[src/rtl/adc_fifo_scheduler_pkg.sv]
// Shared types and constants for the two-channel ADC capture FIFO scheduler.
// Frame state encoding, pair width and output byte phase.
package adc_fifo_scheduler_pkg;

    typedef enum logic [1:0] {
        IDLE    = 2'd0,
        CAPTURE = 2'd1,
        DRAIN   = 2'd2,
        DONE    = 2'd3
    } state_t;

    localparam int PAIR_W = 16;

    localparam logic PH_H = 1'b0;
    localparam logic PH_L = 1'b1;

    typedef struct packed {
        logic [7:0] h;
        logic [7:0] l;
    } pair_t;

endpackage

[src/rtl/adc_fifo_scheduler_pair_queue.sv]
// Per-channel pair buffer: small synchronous FIFO with first-word-fall-through read
// so the head entry is visible the cycle after it is pushed.
module pair_queue #(
    parameter int DEPTH = 4,
    parameter int W     = 16
) (
    input  logic                     clk,
    input  logic                     rst,
    input  logic                     i_push,
    input  logic [W-1:0]             i_data,
    input  logic                     i_pop,
    output logic [W-1:0]             o_data,
    output logic                     o_full,
    output logic                     o_empty,
    output logic [$clog2(DEPTH):0]   o_count
);
    localparam int AW = $clog2(DEPTH);
    localparam logic [AW:0] FULL_CNT = (AW+1)'(DEPTH);

    logic [W-1:0]  r_mem [DEPTH];
    logic [AW-1:0] r_wr_ptr;
    logic [AW-1:0] r_rd_ptr;
    logic [AW:0]   r_count;
    logic          w_push;
    logic          w_pop;

    assign o_full  = (r_count == FULL_CNT);
    assign o_empty = (r_count == '0);
    assign o_count = r_count;
    assign o_data  = r_mem[r_rd_ptr];
    assign w_push  = i_push & ~o_full;
    assign w_pop   = i_pop & ~o_empty;

    always_ff @(posedge clk) begin
        if (w_push) begin
            r_mem[r_wr_ptr] <= i_data;
        end
    end

    always_ff @(posedge clk or posedge rst) begin
        if (rst) begin
            r_wr_ptr <= '0;
            r_rd_ptr <= '0;
            r_count  <= '0;
        end else begin
            if (w_push) r_wr_ptr <= r_wr_ptr + 1'b1;
            if (w_pop)  r_rd_ptr <= r_rd_ptr + 1'b1;
            case ({w_push, w_pop})
                2'b10:   r_count <= r_count + 1'b1;
                2'b01:   r_count <= r_count - 1'b1;
                default: r_count <= r_count;
            endcase
        end
    end

endmodule

[src/rtl/adc_fifo_scheduler.sv]
// Buffers tagged byte pairs from two ADC packers, arbitrates round-robin and writes each
// pair to a shared byte FIFO as H then L, under a frame FSM bounding pairs per channel.
module adc_fifo_scheduler
    import adc_fifo_scheduler_pkg::*;
#(
    parameter int QDEPTH = 4,
    parameter int CNT_W  = 16
) (
    input  logic             sys_clk,
    input  logic             sys_rst,
    input  logic             arm,
    input  logic [CNT_W-1:0] frame_len,
    input  logic [7:0]       ch0_data_h,
    input  logic [7:0]       ch0_data_l,
    input  logic             ch0_wr,
    input  logic [7:0]       ch1_data_h,
    input  logic [7:0]       ch1_data_l,
    input  logic             ch1_wr,
    input  logic             fifo_full,
    output logic             fifo_wr_en,
    output logic [7:0]       fifo_wr_data,
    output logic             busy,
    output logic             done,
    output logic             overflow,
    output logic             cur_ch
);
    localparam int QW = $clog2(QDEPTH);

    state_t            r_state;
    state_t            w_state_next;
    logic [CNT_W-1:0]  r_len;
    logic              r_overflow;
    logic              r_last_grant;
    logic              r_pair_valid;
    logic              r_phase;
    logic [7:0]        r_pair_l;
    logic [7:0]        r_wr_data;
    logic              r_cur_ch;

    logic [1:0]        w_ch_wr;
    logic [PAIR_W-1:0] w_ch_pair [2];
    logic [PAIR_W-1:0] w_q_data [2];
    logic [QW:0]       w_q_count [2];
    logic [1:0]        w_q_full;
    logic [1:0]        w_q_empty;
    logic [1:0]        w_q_ready;
    logic [1:0]        w_q_push;
    logic [1:0]        w_q_pop;
    logic [1:0]        w_at_len;
    logic [1:0]        w_drop;
    logic              w_arm_ok;
    logic              w_capture;
    logic              w_engine;
    logic              w_free;
    logic              w_load;
    logic              w_grant;
    pair_t             w_sel;

    assign w_ch_wr      = {ch1_wr, ch0_wr};
    assign w_ch_pair[0] = {ch0_data_h, ch0_data_l};
    assign w_ch_pair[1] = {ch1_data_h, ch1_data_l};
    assign w_arm_ok     = (r_state == IDLE) & arm;
    assign w_capture    = (r_state == CAPTURE);
    assign w_engine     = (r_state == CAPTURE) | (r_state == DRAIN);

    generate
        for (genvar gi = 0; gi < 2; gi++) begin : g_ch
            logic [CNT_W-1:0] r_cnt;
            logic             w_take;

            // A pair offered while the queue is full still counts, so the frame can end.
            assign w_at_len[gi]  = (r_cnt == r_len);
            assign w_take        = w_capture & w_ch_wr[gi] & ~w_at_len[gi];
            assign w_q_push[gi]  = w_take & ~w_q_full[gi];
            assign w_drop[gi]    = w_take & w_q_full[gi];
            assign w_q_ready[gi] = (w_q_count[gi] != '0);

            always_ff @(posedge sys_clk or posedge sys_rst) begin
                if (sys_rst) begin
                    r_cnt <= '0;
                end else if (w_arm_ok) begin
                    r_cnt <= '0;
                end else if (w_take) begin
                    r_cnt <= r_cnt + 1'b1;
                end
            end

            pair_queue #(
                .DEPTH (QDEPTH),
                .W     (PAIR_W)
            ) u_queue (
                .clk     (sys_clk),
                .rst     (sys_rst),
                .i_push  (w_q_push[gi]),
                .i_data  (w_ch_pair[gi]),
                .i_pop   (w_q_pop[gi]),
                .o_data  (w_q_data[gi]),
                .o_full  (w_q_full[gi]),
                .o_empty (w_q_empty[gi]),
                .o_count (w_q_count[gi])
            );
        end
    endgenerate

    // The pair register frees up on the accepted L write, allowing a same-cycle reload.
    assign fifo_wr_en = r_pair_valid & ~fifo_full;
    assign w_free     = ~r_pair_valid | (fifo_wr_en & (r_phase == PH_L));
    assign w_load     = w_engine & w_free & (|w_q_ready);
    assign w_grant    = (&w_q_ready) ? ~r_last_grant : ~w_q_ready[0];
    assign w_q_pop    = {w_load & w_grant, w_load & ~w_grant};
    assign w_sel      = w_q_data[w_grant];

    always_comb begin
        w_state_next = r_state;
        case (r_state)
            IDLE:    if (arm) w_state_next = (frame_len == '0) ? DONE : CAPTURE;
            CAPTURE: if (&w_at_len) w_state_next = DRAIN;
            DRAIN:   if ((&w_q_empty) && !r_pair_valid) w_state_next = DONE;
            DONE:    w_state_next = IDLE;
            default: w_state_next = IDLE;
        endcase
    end

    always_ff @(posedge sys_clk or posedge sys_rst) begin
        if (sys_rst) begin
            r_state    <= IDLE;
            r_len      <= '0;
            r_overflow <= 1'b0;
        end else begin
            r_state <= w_state_next;
            if (w_arm_ok) begin
                r_len      <= frame_len;
                r_overflow <= 1'b0;
            end else if (|w_drop) begin
                r_overflow <= 1'b1;
            end
        end
    end

    always_ff @(posedge sys_clk or posedge sys_rst) begin
        if (sys_rst) begin
            r_pair_valid <= 1'b0;
            r_phase      <= PH_H;
            r_pair_l     <= '0;
            r_wr_data    <= '0;
            r_cur_ch     <= 1'b0;
            r_last_grant <= 1'b1;
        end else if (w_load) begin
            r_pair_valid <= 1'b1;
            r_phase      <= PH_H;
            r_wr_data    <= w_sel.h;
            r_pair_l     <= w_sel.l;
            r_cur_ch     <= w_grant;
            r_last_grant <= w_grant;
        end else if (fifo_wr_en) begin
            if (r_phase == PH_H) begin
                r_phase   <= PH_L;
                r_wr_data <= r_pair_l;
            end else begin
                r_pair_valid <= 1'b0;
            end
        end
    end

    assign fifo_wr_data = r_wr_data;
    assign cur_ch       = r_cur_ch;
    assign busy         = w_engine;
    assign done         = (r_state == DONE);
    assign overflow     = r_overflow;

endmodule

[config.mk]
export PLATFORM = sky130hd
export DESIGN_NAME = adc_fifo_scheduler
export DESIGN_NICKNAME = d
export VERILOG_FILES = /design/src/rtl/adc_fifo_scheduler_pkg.sv /design/src/rtl/adc_fifo_scheduler_pair_queue.sv /design/src/rtl/adc_fifo_scheduler.sv
export SDC_FILE = /design/constraint.sdc
export NUM_CORES = 1
export LEC_CHECK = 0
export BUFFER_PORTS_ARGS = -buffer_cell sky130_fd_sc_hd__buf_2
export CAP_MARGIN = 30
export CORE_ASPECT_RATIO = 0.7
export CORE_MARGIN = 4
export CORE_UTILIZATION = 55
export CTS_CLUSTER_DIAMETER = 50
export DETAILED_ROUTE_END_ITERATION = 7
export GPL_TIMING_DRIVEN = 0
export PLACE_DENSITY = 0.83
export SLEW_MARGIN = 5
export SYNTH_ARGS = -nofsm -noshare
export SYNTH_HDL_FRONTEND = slang
export SYNTH_SLANG_ARGS = --single-unit
[constraint.sdc]
create_clock -name sys_clk -period 8.1 [get_ports sys_clk]
set_input_delay 0.81 -clock sys_clk [delete_from_list [all_inputs] [get_ports sys_clk]]
set_output_delay 0.81 -clock sys_clk [all_outputs]
set_load 0.005 [all_outputs]
==> flow_metrics.tcl <==
set metrics [dict create \
    final_hold_viol_count 0 \
    grt_setup_unrepaired "no" \
    grt_antenna_before_repair 0 \
    grt_pass1_vias 5962 \
    yosysUniqueCellTypes 53 \
    synth_edf_count 128 \
    place.gp.congestion 0.923 \
    die_area_um2 19100 \
    p_seq_frac 0.411 \
    grt_max_degree 73 \
    clk_pin_slew_ns 0.06 \
    status "finished clean" \
    ir_drop_v 0.000175 \
    period_needed_ns 3.10 \
    cts_tree "yes" \
    finClkSkew_ns 0.0207 \
    combPwrFrac 0.328 \
    postCtsSetupRepairBufs 0 \
    cts.repair.resized 0 \
    drive_gt1_frac 0.209 \
    insertedDiodeCount 0 \
    maxCapViolCount 0 \
    fp-row-count 39 \
    ys.flop_type "edfxtp_1" \
    chipHeight_um 117 \
    crit_fanout 10 \
    syn_area_um2 9290 \
    cp.arrival_ns 3.50 \
    power.internal_w 0.00247 \
    critical_path_class "flop to flop" \
    setup_violations 0 \
    crit_required_ns 8.50 \
    powerDensity_nw_per_um2 354 \
    slew_headroom 0.409 \
    synthToLayoutAreaGrowth_pct 14.5 \
    drv_slew 0 \
    async_reset_ff_frac 0.399 \
    hold_buffers 0 \
    worst_pin_slew_ns 0.887 \
    yosysWarningCount 0 \
    postSynthCellCount 678 \
    vias 5970 \
    yosysSeqAreaShare 0.643 \
    grt-ovfl-total 0 \
    final_common_cell "edfxtp_1" \
    die_x_um 163 \
    cpPeakStageDelay_ns 0.47 \
    clockBufferDepth 3 \
    fin_nets 841 \
    final_cell_mix "edfxtp_1 (128), nand2_1 (110), dfrtp_1 (84)" \
    dp_hpwl_um 14400 \
    cts_sinks 213 \
    drt_iter0_markers 658 \
    vias_per_cell 5.92 \
    drc 0 \
    finalSetupTns_ns 0 \
    start_util 0.565 \
    power_leakage_nw 4.29 \
    wl_um 20500 \
    syn_area_per_cell_um2 13.7 \
    period_share 0.382 \
    swShare 0.345 \
    root_buffer "clkbuf_16" \
    cp-start-kind "flop" \
    cts-buffers-inserted 21 \
    htreeDepth 1 \
    crit_path_frequent_cell "inv_1" \
    antenna_left 0 \
    io_pins 67 \
    core-area_um2 16400 \
    power_w 0.00377 \
    power_switching_w 0.00130 \
    insertion_delay_ns 0.50 \
    max_freq_mhz 323 \
    p_clk_frac 0.261 \
    grt_pass1_wl_um 32700 \
    critPathSlowestCell "a21oi_1" \
    worstHoldPathType "input port to asynchronous set/reset pin" \
    first_pass_iters 5 \
    endpoint_kind "flop" \
    port_buffers 66 \
    ys_seq_elements 213 \
    syn-num-nets 751 \
    cp_cell_sequence "inv_1, ha_1, nand2_1, inv_1, nand2_2, a21oi_1, inv_1, ha_1, fa_1, xnor2_1, nor2_1, xor2_1" \
    track_usage 0.222 \
    wl_per_cell_um 20.3 \
]
kinds of logic (layout without fill, tap and decap cells):
group / count (synthesis) / after routing / share of synthesized area
compound gates: 67 / 67 / 0.0517
mux: 36 / 36 / 0.0821
buf+inv: 47 / 152 / 0.0215
flops: 213 / 213 / 0.643
xor+xnor: 58 / 58 / 0.0547
fa+ha+maj: 19 / 19 / 0.0272
simple gates: 238 / 238 / 0.120
flip-flops by register name (all words and copies together), names as in the netlist:
signal,count
g_ch.u_queue.r_wr_ptr,4
overflow,1
g_ch.u_queue.r_mem,128
r_last_grant,1
r_phase,1
r_state,2
cur_ch,1
r_pair_l,8
r_len,16
g_ch.u_queue.r_rd_ptr,4
g_ch.u_queue.o_count,6
fifo_wr_data,8
g_ch.r_cnt,32
r_pair_valid,1
power by group through the flow:
stage | combinational [W] | clock (W) | sequential, W
after global routing | 0.00136 | 0.00104 | 0.00157
after floorplan | 0.000884 | 0 | 0.00151
after global placement | 0.00115 | 0 | 0.00155
final | 0.00124 | 0.000982 | 0.00155
after detailed placement | 0.00121 | 0 | 0.00156
after CTS | 0.00123 | 0.000992 | 0.00154
worst max-delay path, delay by kind of cell, from the launching register on:
kind | cells | cell delay, ns
adder cells (fa/ha/maj) | 3 | 0.91
XOR/XNOR | 2 | 0.32
flip-flops | 1 | 0.41
buffers and inverters | 3 | 0.40
AND/OR/NAND/NOR | 3 | 0.51
AO/OA/AOI/OAI | 1 | 0.47
per-layer routing:
layer | share of wire | GRT usage | vias up
li1 | - | - | 2659
met3 | 0.084 | 0.0381 | 36
met4 | 0.020 | 0.0508 | 0
met5 | 0 | 0 | -
met1 | 0.43 | 0.333 | 2976
met2 | 0.46 | 0.346 | 299
worst paths after layout:
kind	depth (start not counted)	endpoint	from	slack [ns]
max	12	g_ch[1].u_queue.o_count[2]	r_state[1]	5.00
min	2	g_ch[0].r_cnt[10]	sys_rst	0.25
max reg2reg	12	g_ch[1].u_queue.o_count[2]	r_state[1]	5.00
min reg2reg	1	fifo_wr_data[7]	fifo_wr_data[7]	0.50
max in group asynchronous	3	r_last_grant	sys_rst	7.22
min in group sys_clk	1	fifo_wr_data[7]	fifo_wr_data[7]	0.50
cells in the mapped netlist, types with 10 or more instances:
cell type,count,area share
a21oi_1,14,0.0075
a31oi_1,13,0.0088
and2_1,11,0.0074
and3_1,13,0.0088
buf_2,10,0.0054
clkbuf_1,14,0.0057
dfrtp_1,84,0.23
edfxtp_1,128,0.41
ha_1,17,0.023
inv_1,18,0.0073
mux4_2,32,0.078
nand2_1,110,0.044
nand3_1,10,0.0054
nand4_1,10,0.0067
nor2_1,48,0.019
nor4_1,12,0.0081
xnor2_1,34,0.032
xor2_1,24,0.023
stage by stage:
step	instance area, um^2	hold slack (ns)	cells	utilization	worst slack (ns)
final	10600	0.250	1008	0.647	5.00
after global routing	10600	0.254	1008	0.647	4.75
after CTS	10600	0.248	1008	0.647	5.02
after detailed placement	9940	0.483	970	0.604	5.00
after global placement	9910	0.469	969	0.602	4.13
after floorplan	9290	0.466	678	-	5.10
layout make-up:
class	count	area (um^2)
Fill cell	1152	5800
Timing Repair Buffer	67	358
Tap cell	225	282
Inverter	18	70.1
Clock inverter	12	103
Multi-Input combinational cell	418	3120
Sequential cell	213	5970
Buffer	29	133
Clock buffer	26	607
No activity file was read; power rests on OpenSTA's default activity.
